**config.mk**
```make
export PLATFORM = sky130hd
export DESIGN_NAME = if_id_queue
export DESIGN_NICKNAME = d
export VERILOG_FILES = /design/src/rtl/if_id_queue.sv
export SDC_FILE = /design/constraint.sdc
export NUM_CORES = 1
export LEC_CHECK = 0
export BUFFER_PORTS_ARGS = -buffer_cell sky130_fd_sc_hd__buf_2
export CAP_MARGIN = 25
export CORE_AREA = 2 2 155 157
export DETAILED_ROUTE_END_ITERATION = 10
export DIE_AREA = 0 0 157 159
export HOLD_SLACK_MARGIN = 0.02
export SYNTH_ARGS = -nofsm -noshare
export SYNTH_HDL_FRONTEND = slang
export SYNTH_SLANG_ARGS = --single-unit
```
**constraint.sdc**
```tcl
create_clock -name CLK -period 4.05 [get_ports CLK]
set_input_delay 0.81 -clock CLK [delete_from_list [all_inputs] [get_ports CLK]]
set_output_delay 0.81 -clock CLK [all_outputs]
set_load 0.03 [all_outputs]
```
**src/rtl/if_id_queue.sv**
```systemverilog
// ============================================================================
// if_id_queue -- DEPTH-entry in-order fetch queue between IF and ID.
//
// Holds {instruction, PC+4} pairs pushed on instruction-memory hits and
// popped when ID advances, decoupling fetch from decode stalls. A flush
// discards every entry on a branch/jump mispredict. ID sees a NOP bubble
// while the queue is empty.
//
// Parameters:
//   WIDTH  bit width of the instruction and PC+4 words
//   DEPTH  number of entries (power of two, >= 2)
//   NOP    instruction presented while the queue is empty
//
// Ports:
//   CLK        system clock, all state updates on the rising edge
//   RST        synchronous active-high reset
//   imemload   fetched instruction
//   pcp4       PC+4 of the fetched instruction
//   iHit       push request (imemload/pcp4 valid this cycle)
//   flush      discard all entries
//   enable     pop request (ID consumes the head this cycle)
//   instr      head instruction, NOP when empty
//   pcp4_out   head PC+4, 0 when empty
//   valid      queue non-empty
//   full       count == DEPTH, IF must stall
//   count      occupancy 0..DEPTH
//   ovf        sticky: a push was dropped while full (cleared by flush/reset)
//
// Optional feature (macro IF_ID_QUEUE_STATS_EN):
//   flush_drops  saturating sum of entries discarded by flushes
//   full_cycles  saturating count of cycles with full=1 and iHit=1
// ============================================================================
module if_id_queue #(
    parameter int unsigned      WIDTH = 32,
    parameter int unsigned      DEPTH = 4,
    parameter logic [WIDTH-1:0] NOP   = WIDTH'(32'h0000_0000)
) (
    input  logic                         CLK,
    input  logic                         RST,
    input  logic [WIDTH-1:0]             imemload,
    input  logic [WIDTH-1:0]             pcp4,
    input  logic                         iHit,
    input  logic                         flush,
    input  logic                         enable,
    output logic [WIDTH-1:0]             instr,
    output logic [WIDTH-1:0]             pcp4_out,
    output logic                         valid,
    output logic                         full,
    output logic [$clog2(DEPTH+1)-1:0]   count,
`ifdef IF_ID_QUEUE_STATS_EN
    output logic [15:0]                  flush_drops,
    output logic [15:0]                  full_cycles,
`endif
    output logic                         ovf
);

    localparam int unsigned PTR_W = $clog2(DEPTH);
    localparam int unsigned CNT_W = $clog2(DEPTH+1);

    // One queue slot: instruction plus its PC+4.
    typedef struct packed {
        logic [WIDTH-1:0] instr;
        logic [WIDTH-1:0] pcp4;
    } entry_t;

    entry_t            mem [DEPTH];
    logic [PTR_W-1:0]  wr_ptr;
    logic [PTR_W-1:0]  rd_ptr;
    logic              push;
    logic              pop;

    // Flags are decoded from the occupancy counter.
    assign valid = (count != CNT_W'(0));
    assign full  = (count == CNT_W'(DEPTH));

    // A push into a full queue is legal only when the head leaves in the
    // same cycle; flush wins over both requests.
    assign pop  = enable & valid;
    assign push = iHit & ~flush & (~full | pop);

    // Head is read straight out of storage, no output register stage.
    assign instr    = valid ? mem[rd_ptr].instr : NOP;
    assign pcp4_out = valid ? mem[rd_ptr].pcp4  : WIDTH'(0);

    // Storage carries no reset; contents are don't-care until written.
    always_ff @(posedge CLK) begin
        if (push && !RST) begin
            mem[wr_ptr] <= '{instr: imemload, pcp4: pcp4};
        end
    end

    // Pointers, occupancy and the sticky overflow flag.
    always_ff @(posedge CLK) begin
        if (RST) begin
            wr_ptr <= '0;
            rd_ptr <= '0;
            count  <= '0;
            ovf    <= 1'b0;
        end else if (flush) begin
            wr_ptr <= '0;
            rd_ptr <= '0;
            count  <= '0;
            ovf    <= 1'b0;
        end else begin
            // DEPTH is a power of two, so natural pointer overflow wraps.
            if (push) wr_ptr <= wr_ptr + PTR_W'(1);
            if (pop)  rd_ptr <= rd_ptr + PTR_W'(1);
            case ({push, pop})
                2'b10:   count <= count + CNT_W'(1);
                2'b01:   count <= count - CNT_W'(1);
                default: count <= count;
            endcase
            if (iHit && full && !pop) ovf <= 1'b1;
        end
    end

`ifdef IF_ID_QUEUE_STATS_EN
    logic [16:0] drops_sum;

    assign drops_sum = {1'b0, flush_drops} + 17'(count);

    // Saturating statistics; survive flushes, cleared only by reset.
    always_ff @(posedge CLK) begin
        if (RST) begin
            flush_drops <= '0;
            full_cycles <= '0;
        end else begin
            if (flush) begin
                flush_drops <= drops_sum[16] ? 16'hFFFF : drops_sum[15:0];
            end
            if (full && iHit && (full_cycles != 16'hFFFF)) begin
                full_cycles <= full_cycles + 16'd1;
            end
        end
    end
`endif

endmodule

```
==> flow_results.org, run 1 <==
** Status
- Outcome :: complete, no violations

** Global routing
- Global-route total usage across every layer :: 16.25%
- Number of antenna violations at the first check in global routing :: 3
- Global routing finished with a remaining overflow of 0.
- The number of global-route vias before repair came to 5463.
- The first global-routing pass estimated 30860 um of wire.
- Pin count of the biggest net entering global routing :: a little under 70

** Clock network
- TritonCTS built the clock tree.
- The clock passes through at most 3 buffers.
- # hold bufs at CTS :: 0
- The number of setup buffers added after CTS is 0.
- After clock tree synthesis, the clock-pin slew on the worst setup and hold paths is 0.06 ns.
- Cell at the root of the clock tree :: clkbuf_16
- Total clock sinks :: 266
- Post-CTS repair changed the size of 0 cells.
- Inserted Clock Buffers :: 26
- CTS built an H-tree with a depth of 1.
- The clock reaches the later pin of the worst-skew pair after 0.52 ns.

** Critical path
- STA classifies the critical path endpoint as a primary output.
- The setup check on the worst reg-to-reg path leaves a slack of 1.45 ns.
- R2R cell count :: 6
- Along the worst path, the maximum fanout reaches 33.
- Critical path cell sequence :: buf_12 -> mux4_1 -> and2_1 -> buf_2
- CP startpoint kind :: register
- For the worst setup path, the data arrival time is 2.52 ns.
- Broken down by cell family, the worst path's largest delay share belongs to flip-flops.
- R2r startpoint :: count[0]$_SDFFE_PP0P_
- Critical-path cell with the highest stage delay :: dfxtp_4
- Together, buffers and inverters on the worst path number 2.
- Critical Path Max Stage Delay :: 0.69 ns
- CP Class :: reg -> out
- Data on the critical path is required at its endpoint by 3.24 ns.
- Worst flop-to-flop path endpoint :: count[2]$_SDFFE_PP0P_

** Routing
- Vias after detailed routing :: 4934
- Detailed Route Iter0 Violations :: 310
- DR pass1 iterations :: 4
- Post-detailed-route count of antenna-violating nets :: 0
- Wires add up to between 20000 and 25000 um.
- DRC violation count after routing :: 0
- Final routed wire length divided by cell count :: 20.91 um
- Using the TritonRoute via totals, the vias-per-cell ratio works out to 5.156.

** Power and ir drop
- Worst IR Drop VDD :: 0.0002596 V
- Cell Pwr Density :: approximately 470 mW/mm^2
- The analysis attributes to cell leakage a power of between 0.004 and 0.005 uW.

** Place
- Number of instances in the placed design :: 908
- Count of input and output buffers :: between 100 and 150
- Pre-CTS setup slack :: 0.9995 ns
- The placed instances occupy a cell area of 0.01132 mm^2.
- Last weighted congestion value of the routability-driven placer :: 0.7068
- The HPWL after detailed placement is around 12000 um.

** Yosys
- Synthesis instantiated 37 different standard cells from the library.
- Summing every instance area after synthesis gives 0.01032 mm^2.
- Portion of the post-synthesis area used by sequential elements :: 76.40%
- Among all flip-flop cells after synthesis, the most frequent one is edfxtp_1.
- Post-synthesis mux area share :: 14.35%
- Compound-gate portion of the synthesized area :: less than 1%
- Ys async rst share :: 0%
- By count the netlist is led by edfxtp_1, and2_1, mux4_2.
- Post-synth EDFFs :: 256
- After synthesis, the largest family of logic cells by area is multiplexers.
- By area the synthesized netlist is led by edfxtp_1, mux4_2, and2_1.
- Synthesized Nets :: 543
- The synthesized netlist devotes 5.211% of its cell area to simple gates.
- Flops & latches, synth :: 266
- The synthesized netlist devotes 0.3394% of its cell area to XOR and XNOR gates.
- After Yosys synthesis, full adders, half adders and majority gates account for 0.6787% of the synthesized area.
- Each instance of the synthesized netlist takes up on average around 22 um^2.
- Share of the synthesized area in the top cell type :: 74.46%
- During synthesis, Yosys emitted a total of 0 warnings.
- The biggest area contributor in the post-synthesis netlist is edfxtp_1.
- Most numerous cell in the Yosys netlist :: edfxtp_1
- Synthesized instance count :: approximately 470

** Final layout
- Summing all multi-input logic gate instances after layout gives 0.002211 mm^2.
- After the last flow step, the layout net total stands at around 690.
- In the final layout, flip-flops and latches occupy 0.007895 mm^2.
- Post-route standard cell area excluding fillers :: 0.01217 mm^2
- The layout has 1850 filler cells.
- For this run, the number of standard cells in the final layout without fillers is 957.
- Relative to the synthesized area, the layout overhead comes to 17.93%.
- The post-route netlist has 39.25% of its cells at a drive strength greater than 1.

** Floorplan
- The total area inside the core boundary comes to 0.02319 mm^2.
- # rows :: 56
- Once the floorplan was initialized, standard cells occupied 44.51% of the core.
- Floorplan die width :: between 150 and 200 um
- Top-Level Pins :: 139
- Chip height :: 159 um
- DIE AREA :: ~0.025 mm^2

** STA
- Summed over all failing endpoints, the final setup total negative slack is 0 ns.
- Measured against its own limit, the worst slew margin works out to between 30 and 40%.
- Unrepaired setup endpoints after global routing :: false
- The final hold violation count is 0.
- Fin Clk Skew :: 0.01369 ns
- Measured slew at the worst slew-check pin :: about 0.96 ns
- Counting I/O delays and the setup requirement, the final critical path takes around 3.3 ns.
- Based on the critical path, the design can be clocked at up to between 0.3 and 0.4 GHz.
- The number of max-slew violations in the final report came to 0.
- On the final layout, the worst hold slack is around 0.50 ns.
- Setup-violating endpoint count in the final report :: 0
- Share of the clock period used by the worst path after layout :: 82.24%
- Setup slack closes at 0.7192 ns.

** Hold path
- Path class of the lowest-slack min-delay path :: in -> reg
- The worst hold path begins at imemload[10].
- For hold timing, the worst endpoint is mem[3][42]$_DFFE_PP_.
- Hold Path Cell Cnt :: 1

** Run
- Maximum Capacitance Violations :: 0
## layout make-up
cell class                 instances  share of cell area (%)
clock inverter                    16                   1.274
antenna                            1                 0.02055
tap                              319                   3.279
clock buffer                      32                   5.704
timing repair buffer             144                   6.557
sequential                       266                   64.85
inverter                           5                  0.1542
multi-input combinational        174                   18.16
## cells in the final DEF, fill, tap and decap left out, types with 3 or more instances in the layout
| cell | netlist | layout |
|---|---|---|
| edfxtp_1 | 256 | 256 |
| buf_2 | 7 | 138 |
| and2_1 | 69 | 65 |
| mux4_2 | 60 | 60 |
| clkbuf_16 | 0 | 27 |
| nor2_1 | 8 | 8 |
| dfxtp_1 | 10 | 8 |
| clkinv_1 | 0 | 7 |
| inv_1 | 5 | 5 |
| clkbuf_1 | 7 | 5 |
| buf_12 | 6 | 5 |
| mux4_1 | 4 | 4 |
| and2_4 | 0 | 4 |
| ha_1 | 4 | 4 |
| nand3_1 | 3 | 3 |
| clkinv_2 | 0 | 3 |
| bufinv_16 | 0 | 3 |
## routing by layer
layer	track usage (%)	vias to the layer above	share of wire (%)
met5	0	-	0.13
met4	4.379	4	1.9
li1	-	2193	-
met2	27.71	145	51
met1	21.15	2557	41
met3	3.593	35	6.0
## metrics by stage
step	power, uW	util (%)
6_report	5716	52.49
3_5_place_dp	3412	48.82
2_1_floorplan	3292	-
5_1_grt	5900	52.48
4_1_cts	5768	52.48
3_3_place_gp	3402	48.82
## registers in the layout, summed over array words and instances (netlist names), named ones only
signal and flops:
wr_ptr 2, count 3, ovf 1, rd_ptr 2
mem 256
## power breakdown
part | switching (uW) | internal [uW] | total [uW]
registers | 11.7 | 3040 | 3050
clock network | 961 | 1410 | 2370
logic | 190 | 107 | 297
total | 1160 | 4550 | 5720
## cells by family (layout without fill, tap and decap cells)
family / after synthesis / after routing
other: 0 / 1
AO/OA/AOI/OAI: 10 / 10
multiplexers: 66 / 66
XOR/XNOR: 4 / 4
AND/OR/NAND/NOR: 89 / 89
buffers and inverters: 29 / 197
adder cells (fa/ha/maj): 5 / 5
flip-flops: 266 / 266
## worst max path at each step
stage | cells past startpoint | endpoint | startpoint
detailed placement | 6 | mem[0][16]$_DFFE_PP_ | flush
finish | 4 | instr[1] | register
global placement | 6 | mem[1][16]$_DFFE_PP_ | flush
floorplan | 5 | mem[1][0]$_DFFE_PP_ | flush
CTS | 4 | instr[0] | register
global route | 4 | instr[31] | register
Note: power is estimated with default switching activity, not from simulation.
==> run 2: changes to the inputs <==
--- a/config.mk
+++ b/config.mk
@@ -11,6 +11,7 @@
 export DETAILED_ROUTE_END_ITERATION = 10
 export DIE_AREA = 0 0 157 159
 export HOLD_SLACK_MARGIN = 0.02
+export PLACE_DENSITY = 0.67
 export SYNTH_ARGS = -nofsm -noshare
 export SYNTH_HDL_FRONTEND = slang
 export SYNTH_SLANG_ARGS = --single-unit
==> constraint.sdc (replaced) <==
create_clock -name CLK -period 2.9 [get_ports CLK]
set_input_delay 0.58 -clock CLK [delete_from_list [all_inputs] [get_ports CLK]]
set_output_delay 0.58 -clock CLK [all_outputs]
set_load 0.03 [all_outputs]
==> run 2 against run 1 <==
Net effect:
- via count is 1.3% higher
- clock power is 28% higher
- critical path depth is 1 lower
- core utilization is 0.71 points higher
- clock-buffer cell count is 9 higher
- setup slack worse by 0.57 ns
- hold slack worse by 0.22 ns
- cell count is 2.4% higher
- flip-flop and latch count stayed put
- routed wire length is 1.6% higher
- total power is 35% higher
- sequential power is 40% higher
==> flow_results.org, run 2 (same netlist as run 1, synthesis figures left out) <==
** Power and ir drop
- Lkg Pwr :: 0.004234 uW (was 0.004154 uW)
- The maximum ir drop on the vdd rail is 0.0003835 V (was 0.0002596 V).
- Cell Pwr Density :: 626.2 mW/mm^2 (was 469.5 mW/mm^2)

** Hold path
- Critical hold path startpoint :: imemload[11] (was imemload[10])
- Path class of the lowest-slack min-delay path :: in -> reg (unchanged)
- Hold Path Cell Cnt :: 1 (unchanged)
- The endpoint with the worst hold slack is mem[2][43]$_DFFE_PP_ (was mem[3][42]$_DFFE_PP_).

** Final layout
- The signed area change from the synthesized netlist to the final layout is 19.52% (was 17.93%).
- Reg with most FFs :: mem (unchanged)
- Leading cell type in the layout, fill and taps excluded :: edfxtp_1 (unchanged)
- Commonest cells after routing, fill and taps aside :: edfxtp_1, buf_2, and2_1 (unchanged)
- Largest register FFs :: 256 (unchanged)
- Share of final-layout standard cells stronger than drive strength 1 :: 40.09% (was 39.25%)
- Post-layout nets :: 710 (was 691)
- Largest registers :: mem: 256 flops, count: 3 flops (unchanged)
- Post-route standard cell area excluding fillers :: 0.01234 mm^2 (was 0.01217 mm^2)

** Routing
- DRC violation count after routing :: 0 (unchanged)
- Vias after detailed routing :: 5000 (was 4934)
- Detailed Route Iter0 Violations :: 366 (was 310)
- The final wirelength is 20340 um (was 20010 um).
- Final routed wire length divided by cell count :: 20.75 um (was 20.91 um)
- DR pass1 iterations :: 4 (unchanged)
- The post-route antenna net violation count is 0 (unchanged).
- Via-to-Cell Ratio :: 5.102 (was 5.156)

** Critical path
- R2R cell count :: 6 (unchanged)
- Worst endpoint required time :: 2.32 ns (was 3.24 ns)
- Top fanout value on the critical path :: 22 (was 33)
- The startpoint of the lowest-slack register-to-register path is count[1]$_SDFFE_PP0P_ (was count[0]$_SDFFE_PP0P_).
- Critical-path cell with the highest stage delay :: or3_2 (was dfxtp_4)
- The type of element launching the critical path is a register (unchanged).
- CP Class :: reg -> out (unchanged)
- The family with the most delay on the worst path was simple AND/OR/NAND/NOR gates (was flip-flops).
- The data arrival time of the critical path came to 2.17 ns (was 2.52 ns).
- The critical register-to-register path endpoint is count[2]$_SDFFE_PP0P_ (unchanged).
- The worst setup slack for register-to-register paths is 0.34 ns (was 1.45 ns).
- Setup crit end kind :: primary output (unchanged)
- Critical Path Max Stage Delay :: 0.80 ns (was 0.69 ns)
- Critical path cell sequence: or3_2 -> and2_1 -> buf_2 (was buf_12 -> mux4_1 -> and2_1 -> buf_2).
- Count of buffer and inverter cells on the critical path :: 1 (was 2)

** Global routing
- Pin count of the biggest net entering global routing :: 46 (was 69)
- The global routing usage summed across all routing layers came to 16.25% (about the same).
- The initial antenna violation count was 7 (was 3).
- Global-route wire length before repair :: 30740 um (was 30860 um)
- GRT overflow :: 0 (unchanged)
- Number of global-route vias before repair :: 5396 (was 5463)

** Clock network
- The total clock buffers created by CTS was 27 (was 26).
- CTS tree :: done (unchanged)
- Maximum number of buffers from clock root to sink :: 3 (unchanged)
- Total clock sinks :: 266 (unchanged)
- The number of H-tree levels was 1 (unchanged).
- Cell at the root of the clock tree :: clkbuf_16 (unchanged)
- The clock slew seen by the registers of the worst setup and hold paths was 0.06 ns (about the same).
- Clock latency reported for the late side of the worst-skew pair :: 0.52 ns (about the same)

** STA
- Summed negative setup slack over all endpoints :: 0 ns (unchanged)
- The transition at the pin with the smallest max-transition slack came to 0.5031 ns (was 0.9645 ns).
- The number of max-slew violations in the final report is 0 (unchanged).
- The final critical path takes up 94.96% of the cycle.
- Worst Hold Margin :: 0.2747 ns (was 0.4986 ns)
- Final hold violation count :: 0 (unchanged)
- Fin Clk Skew :: 0.01181 ns (was 0.01369 ns)
- Achievable frequency :: 0.3631 GHz
- Relative slew slack :: 66.46% (was 35.70%)
- Unrepaired setup endpoints after global routing :: false (unchanged)
- The number of setup violations in the final report came to 0 (unchanged).
- Final min period :: 2.754 ns

** Place
- The HPWL after detailed placement is 12950 um (was 11810 um).
- The count of input and output buffers is 138 (unchanged).
- The cell area after placement is 0.01150 mm^2 (was 0.01132 mm^2).
- Last weighted congestion value of the routability-driven placer :: 0.7479 (was 0.7068)

** Status
- Outcome: complete, no violations (unchanged).

** Floorplan
- The die outline area was 0.02496 mm^2 (unchanged).
- The placeable core area came to 0.02319 mm^2 (unchanged).
- The die extent in x came to 157 um (unchanged).
- Effective utilization at floorplan :: 44.51% (unchanged)
- # rows :: 56 (unchanged)
- Chip height :: 159 um (unchanged)
- The number of top-level pins came to 139 (unchanged).

** Run
- Maximum Capacitance Violations :: 0 (unchanged)
==> run 2: cell count changes in the layout (fill, tap and decap cells not counted), sizes merged <==
cell | previous run | this run
buf | 144 | 161
bufinv | 3 | 0
clkbuf | 32 | 41
clkinv | 11 | 6
clkinvlp | 2 | 1
diode | 1 | 5
inv | 5 | 6
or3 | 3 | 4
==> run 2: power breakdown <==
| part | leakage [uW] | internal, uW | switching [uW] | total, uW |
|---|---|---|---|---|
| clock network | 0.000368 | 1720 | 1310 | 3030 |
| registers | 0.00239 | 4250 | 13.8 | 4260 |
| logic | 0.00147 | 160 | 273 | 433 |
| total | 0.00423 | 6130 | 1600 | 7730 |
==> run 2: cell type report <==
cell class | instances | area, um^2
multi-input cells | 175 | 2218
fillers | 1833 | 10850
well taps | 319 | 399.1
repair buffers | 161 | 1026
clock inverters | 8 | 41.29
diodes | 5 | 12.51
flip-flops and latches | 266 | 7895
clock buffers | 41 | 728.2
inverters | 5 | 18.77
==> run 2: layer usage <==
| metal | part of all wire (%) | GRT usage [%] | vias to the layer above |
|---|---|---|---|
| li1 | - | - | 2240 |
| met1 | 40 | 20.21 | 2584 |
| met2 | 52 | 28.27 | 133 |
| met3 | 5.3 | 3.484 | 39 |
| met4 | 2.5 | 5.379 | 4 |
| met5 | 0.10 | 0 | - |
==> run 2: repair_timing <==
item,in CTS,in global routing
resized for setup,0,0
cloned,0,1
pin swaps,0,1
hold buffers,0,0
endpoints found under the setup margin,3,6
setup buffers,3,0
==> run 2: worst max-delay path by stage <==
stage	startpoint	endpoint	slack (ns)	cells past startpoint
final	count[1]$_SDFFE_PP0P_	instr[8]	0.15	3
after global routing	count[0]$_SDFFE_PP0P_	instr[25]	0.02	4
after CTS	count[1]$_SDFFE_PP0P_	pcp4_out[5]	0.1	4
after detailed placement	flush	mem[1][13]$_DFFE_PP_	0.41	6
after global placement	flush	mem[1][20]$_DFFE_PP_	0.47	6
after floorplan	flush	mem[0][0]$_DFFE_PP_	0.33	5
==> run 2: stage by stage <==
step / setup WS, ns / cells / util, % / power [uW]
after floorplan: 0.3318 / 469 / - / 4597
after global placement: 0.4699 / 922 / 49.60 / 4756
after detailed placement: 0.4080 / 922 / 49.60 / 4771
after CTS: 0.09810 / 974 / 53.12 / 7794
after global routing: 0.01985 / 978 / 53.18 / 7991
final: 0.1463 / 980 / 53.20 / 7727
==> run 3: changes to the inputs <==
--- a/config.mk
+++ b/config.mk
@@ -12,6 +12,7 @@
 export DIE_AREA = 0 0 157 159
 export HOLD_SLACK_MARGIN = 0.02
 export PLACE_DENSITY = 0.67
+export RECOVER_POWER = 50
 export SYNTH_ARGS = -nofsm -noshare
 export SYNTH_HDL_FRONTEND = slang
 export SYNTH_SLANG_ARGS = --single-unit
==> run 3 against run 2 <==
Net effect:
- design area down 0.82%
- global-route usage stayed put
- clock power is essentially flat
- first-iteration DRC count decreased by 15%
- critical path depth did not move
- non-clock buffer count did not move
- clock-buffer cell count stayed put
- critical path type unchanged
- largest power group unchanged
- highest routed layer unchanged
==> flow_results.org, run 3 (same netlist as run 1, synthesis figures left out) <==
** Critical path
- The required arrival time at the worst endpoint was 2.32 ns (about the same).
- The type of element launching the critical path was a register (unchanged).
- The critical register-to-register path endpoint is mem[2][35]$_DFFE_PP_ (was count[2]$_SDFFE_PP0P_).
- Top fanout value on the critical path :: 22 (unchanged)
- The family with the most delay on the worst path is simple AND/OR/NAND/NOR gates (unchanged).
- Flop2flop setup slack :: 0.27 ns (was 0.34 ns)
- The type of the setup path with the least slack is reg -> out (unchanged).
- Critical Path Max Stage Delay :: 0.80 ns (about the same)
- The cell with the largest stage delay on the worst path was or3_2 (unchanged).
- R2r startpoint :: count[1]$_SDFFE_PP0P_ (unchanged)
- Critical path cell sequence :: or3_2 -> and2_1 -> buf_2 (unchanged)
- R2R cell count :: 5 (was 6)
- The data arrival time of the critical path was 2.18 ns (was 2.17 ns).
- The buffer and inverter count on the worst path was 1 (unchanged).
- Setup crit end kind :: primary output (unchanged)

** Power and ir drop
- Lkg Pwr :: 0.004029 uW (was 0.004234 uW)
- The maximum ir drop on the vdd rail was 0.0003860 V (was 0.0003835 V).
- Post-layout power :: 7714 uW (was 7727 uW)
- The cell area power density was 630.4 mW/mm^2 (was 626.2 mW/mm^2).

** Clock network
- Post-CTS sizing :: 0 (unchanged)
- The number of H-tree levels is 1 (unchanged).
- The clock tree from TritonCTS was done (unchanged).
- The root buffer selected by CTS is clkbuf_16 (unchanged).
- The later-pin clock latency in the skew report came to 0.52 ns (about the same).
- Total clock sinks :: 266 (unchanged)
- Maximum number of buffers from clock root to sink :: 3 (unchanged)
- The total clock buffers created by CTS came to 27 (unchanged).
- Clock transition at the registers of the reported paths :: 0.06 ns (about the same)

** STA
- Achievable frequency :: 0.3625 GHz (was 0.3631 GHz)
- The transition at the pin with the smallest max-transition slack came to 0.9040 ns (was 0.5031 ns).
- The number of max-slew violations in the final report was 0 (unchanged).
- The ratio of final minimum period to clock period was 95.12% (was 94.96%).
- The final hold violation count came to 0 (unchanged).
- The aggregate negative setup slack was 0 ns (unchanged).
- The number of setup violations in the final report is 0 (unchanged).
- Final min period :: 2.759 ns (was 2.754 ns)
- The headroom to the max-slew limit came to 39.73% (was 66.46%).
- Fin Clk Skew :: 0.01321 ns (was 0.01181 ns)
- Unrepaired setup endpoints after global routing :: false (unchanged)

** Final layout
- Commonest cells after routing, fill and taps aside :: edfxtp_1, clkbuf_1, buf_2 (was edfxtp_1, buf_2, and2_1)
- The leading cell type in the layout, fill and taps excluded is edfxtp_1 (unchanged).
- The end-of-flow core utilization is 52.77% (was 53.20%).
- The number of flip-flops under the largest register name was 256 (unchanged).
- Post-layout nets :: 710 (unchanged)
- The number of fill cells was 1862 (was 1833).
- Reg with most FFs :: mem (unchanged)
- Area growth from synthesis to layout :: 18.54% (was 19.52%)
- Number of cells in the finished layout apart from fillers :: 978 (was 980)
- Largest registers: mem: 256 flops, count: 3 flops (unchanged).
- The fraction of final layout cells with drive strength greater than 1 was 29.12% (was 40.09%).
- The final instance area came to 0.01224 mm^2 (was 0.01234 mm^2).

** Place
- The count of input and output buffers came to 138 (unchanged).
- Last weighted congestion value of the routability-driven placer :: 0.7479 (unchanged)
- HPWL Detailed :: 12950 um (unchanged)
- The total placed cells including tap cells is 922 (unchanged).
- The cell area after placement came to 0.01150 mm^2 (unchanged).

** Global routing
- Pin count of the biggest net entering global routing :: 46 (unchanged)
- Number of antenna violations at the first check in global routing :: 4 (was 7)
- The global routing usage summed across all routing layers is 16.25% (unchanged).
- Global-route wire length before repair :: 30740 um (unchanged)
- The number of global-route vias before repair is 5396 (unchanged).
- The global-route congestion overflow total came to 0 (unchanged).

** Routing
- The routed via count divided by cell count came to 5.117 (was 5.102).
- The via count was 5004 (was 5000).
- Post-detailed-route count of antenna-violating nets :: 0 (unchanged)
- DRC violation count after routing :: 0 (unchanged)
- DR pass1 iterations :: 4 (unchanged)
- The initial detailed-routing violation count was 312 (was 366).
- The routed length per instance was 20.81 um (was 20.75 um).
- The final wirelength was 20350 um (was 20340 um).

** Floorplan
- The initial cell density of the core was 44.51% (unchanged).
- # rows :: 56 (unchanged)
- The height of the die is 159 um (unchanged).
- The die extent in x came to 157 um (unchanged).
- The number of top-level pins is 139 (unchanged).
- DIE AREA :: 0.02496 mm^2 (unchanged)
- Placeable Area :: 0.02319 mm^2 (unchanged)

** Run
- Maximum Capacitance Violations :: 0 (unchanged)

** Hold path
- Path class of the lowest-slack min-delay path :: in -> reg (unchanged)
- Min-Delay Endpoint :: mem[2][43]$_DFFE_PP_ (unchanged)
- The critical hold path startpoint is imemload[11] (unchanged).
- The hold path depth came to 1 (unchanged).

** Status
- Outcome: complete, no violations (unchanged).
## run 3: per-layer routing
layer  GRT usage (%)  up-vias  routed length [um]
li1                -     2239                   -
met1           20.21     2587                8127
met2           28.27      137               10640
met3           3.484       39                1030
met4           5.379        2                 538
met5               0        -                  12
## run 3: worst max-delay path by stage
| stage | cells after the start | end | start | slack, ns |
|---|---|---|---|---|
| 3_3_place_gp | 6 | mem[1][20]$_DFFE_PP_ | flush | 0.47 |
| 4_1_cts | 4 | pcp4_out[5] | count[1]$_SDFFE_PP0P_ | 0.1 |
| 2_1_floorplan | 5 | mem[0][0]$_DFFE_PP_ | flush | 0.33 |
| 6_report | 3 | instr[8] | count[1]$_SDFFE_PP0P_ | 0.14 |
| 3_5_place_dp | 6 | mem[1][13]$_DFFE_PP_ | flush | 0.41 |
| 5_1_grt | 4 | instr[25] | count[0]$_SDFFE_PP0P_ | 0.02 |
## run 3: worst reg2reg max path, cell delays in order, from the launching register on
cell     delay (ns)
dfxtp_1        0.57
nor2_1         0.15
a31oi_1        0.35
and2b_1        0.22
and2_1         0.73
buf_12         0.30
## run 3: power by group
| part | internal [uW] | switching, uW | total [uW] | leakage, uW |
|---|---|---|---|---|
| Sequential | 4250 | 13.9 | 4260 | 0.00239 |
| Combinational | 146 | 272 | 418 | 0.00127 |
| Clock | 1720 | 1310 | 3030 | 0.000368 |
| Total | 6120 | 1600 | 7710 | 0.00403 |
## run 3: stage by stage
step / hold WS [ns] / setup WS [ns]
2_1_floorplan: 0.4847 / 0.3318
5_1_grt: 0.3177 / 0.01606
3_5_place_dp: 0.4575 / 0.4080
4_1_cts: 0.2530 / 0.09810
6_report: 0.3202 / 0.1414
3_3_place_gp: 0.4544 / 0.4699
## run 3: final cells by class
| class | count | area [um^2] | area share, % |
|---|---|---|---|
| inverters | 5 | 18.77 | 0.1534 |
| flip-flops and latches | 266 | 7895 | 64.51 |
| diodes | 3 | 7.507 | 0.06134 |
| repair buffers | 161 | 940.9 | 7.688 |
| multi-input cells | 175 | 2207 | 18.03 |
| well taps | 319 | 399.1 | 3.261 |
| clock buffers | 41 | 728.2 | 5.950 |
| clock inverters | 8 | 41.29 | 0.3374 |
## run 3: repair_timing
action                     CTS  global route
buffers inserted             3             0
hold buffers                 0             0
pin swaps                    0             1
gates cloned                 0             1
setup endpoints to repair    3             6
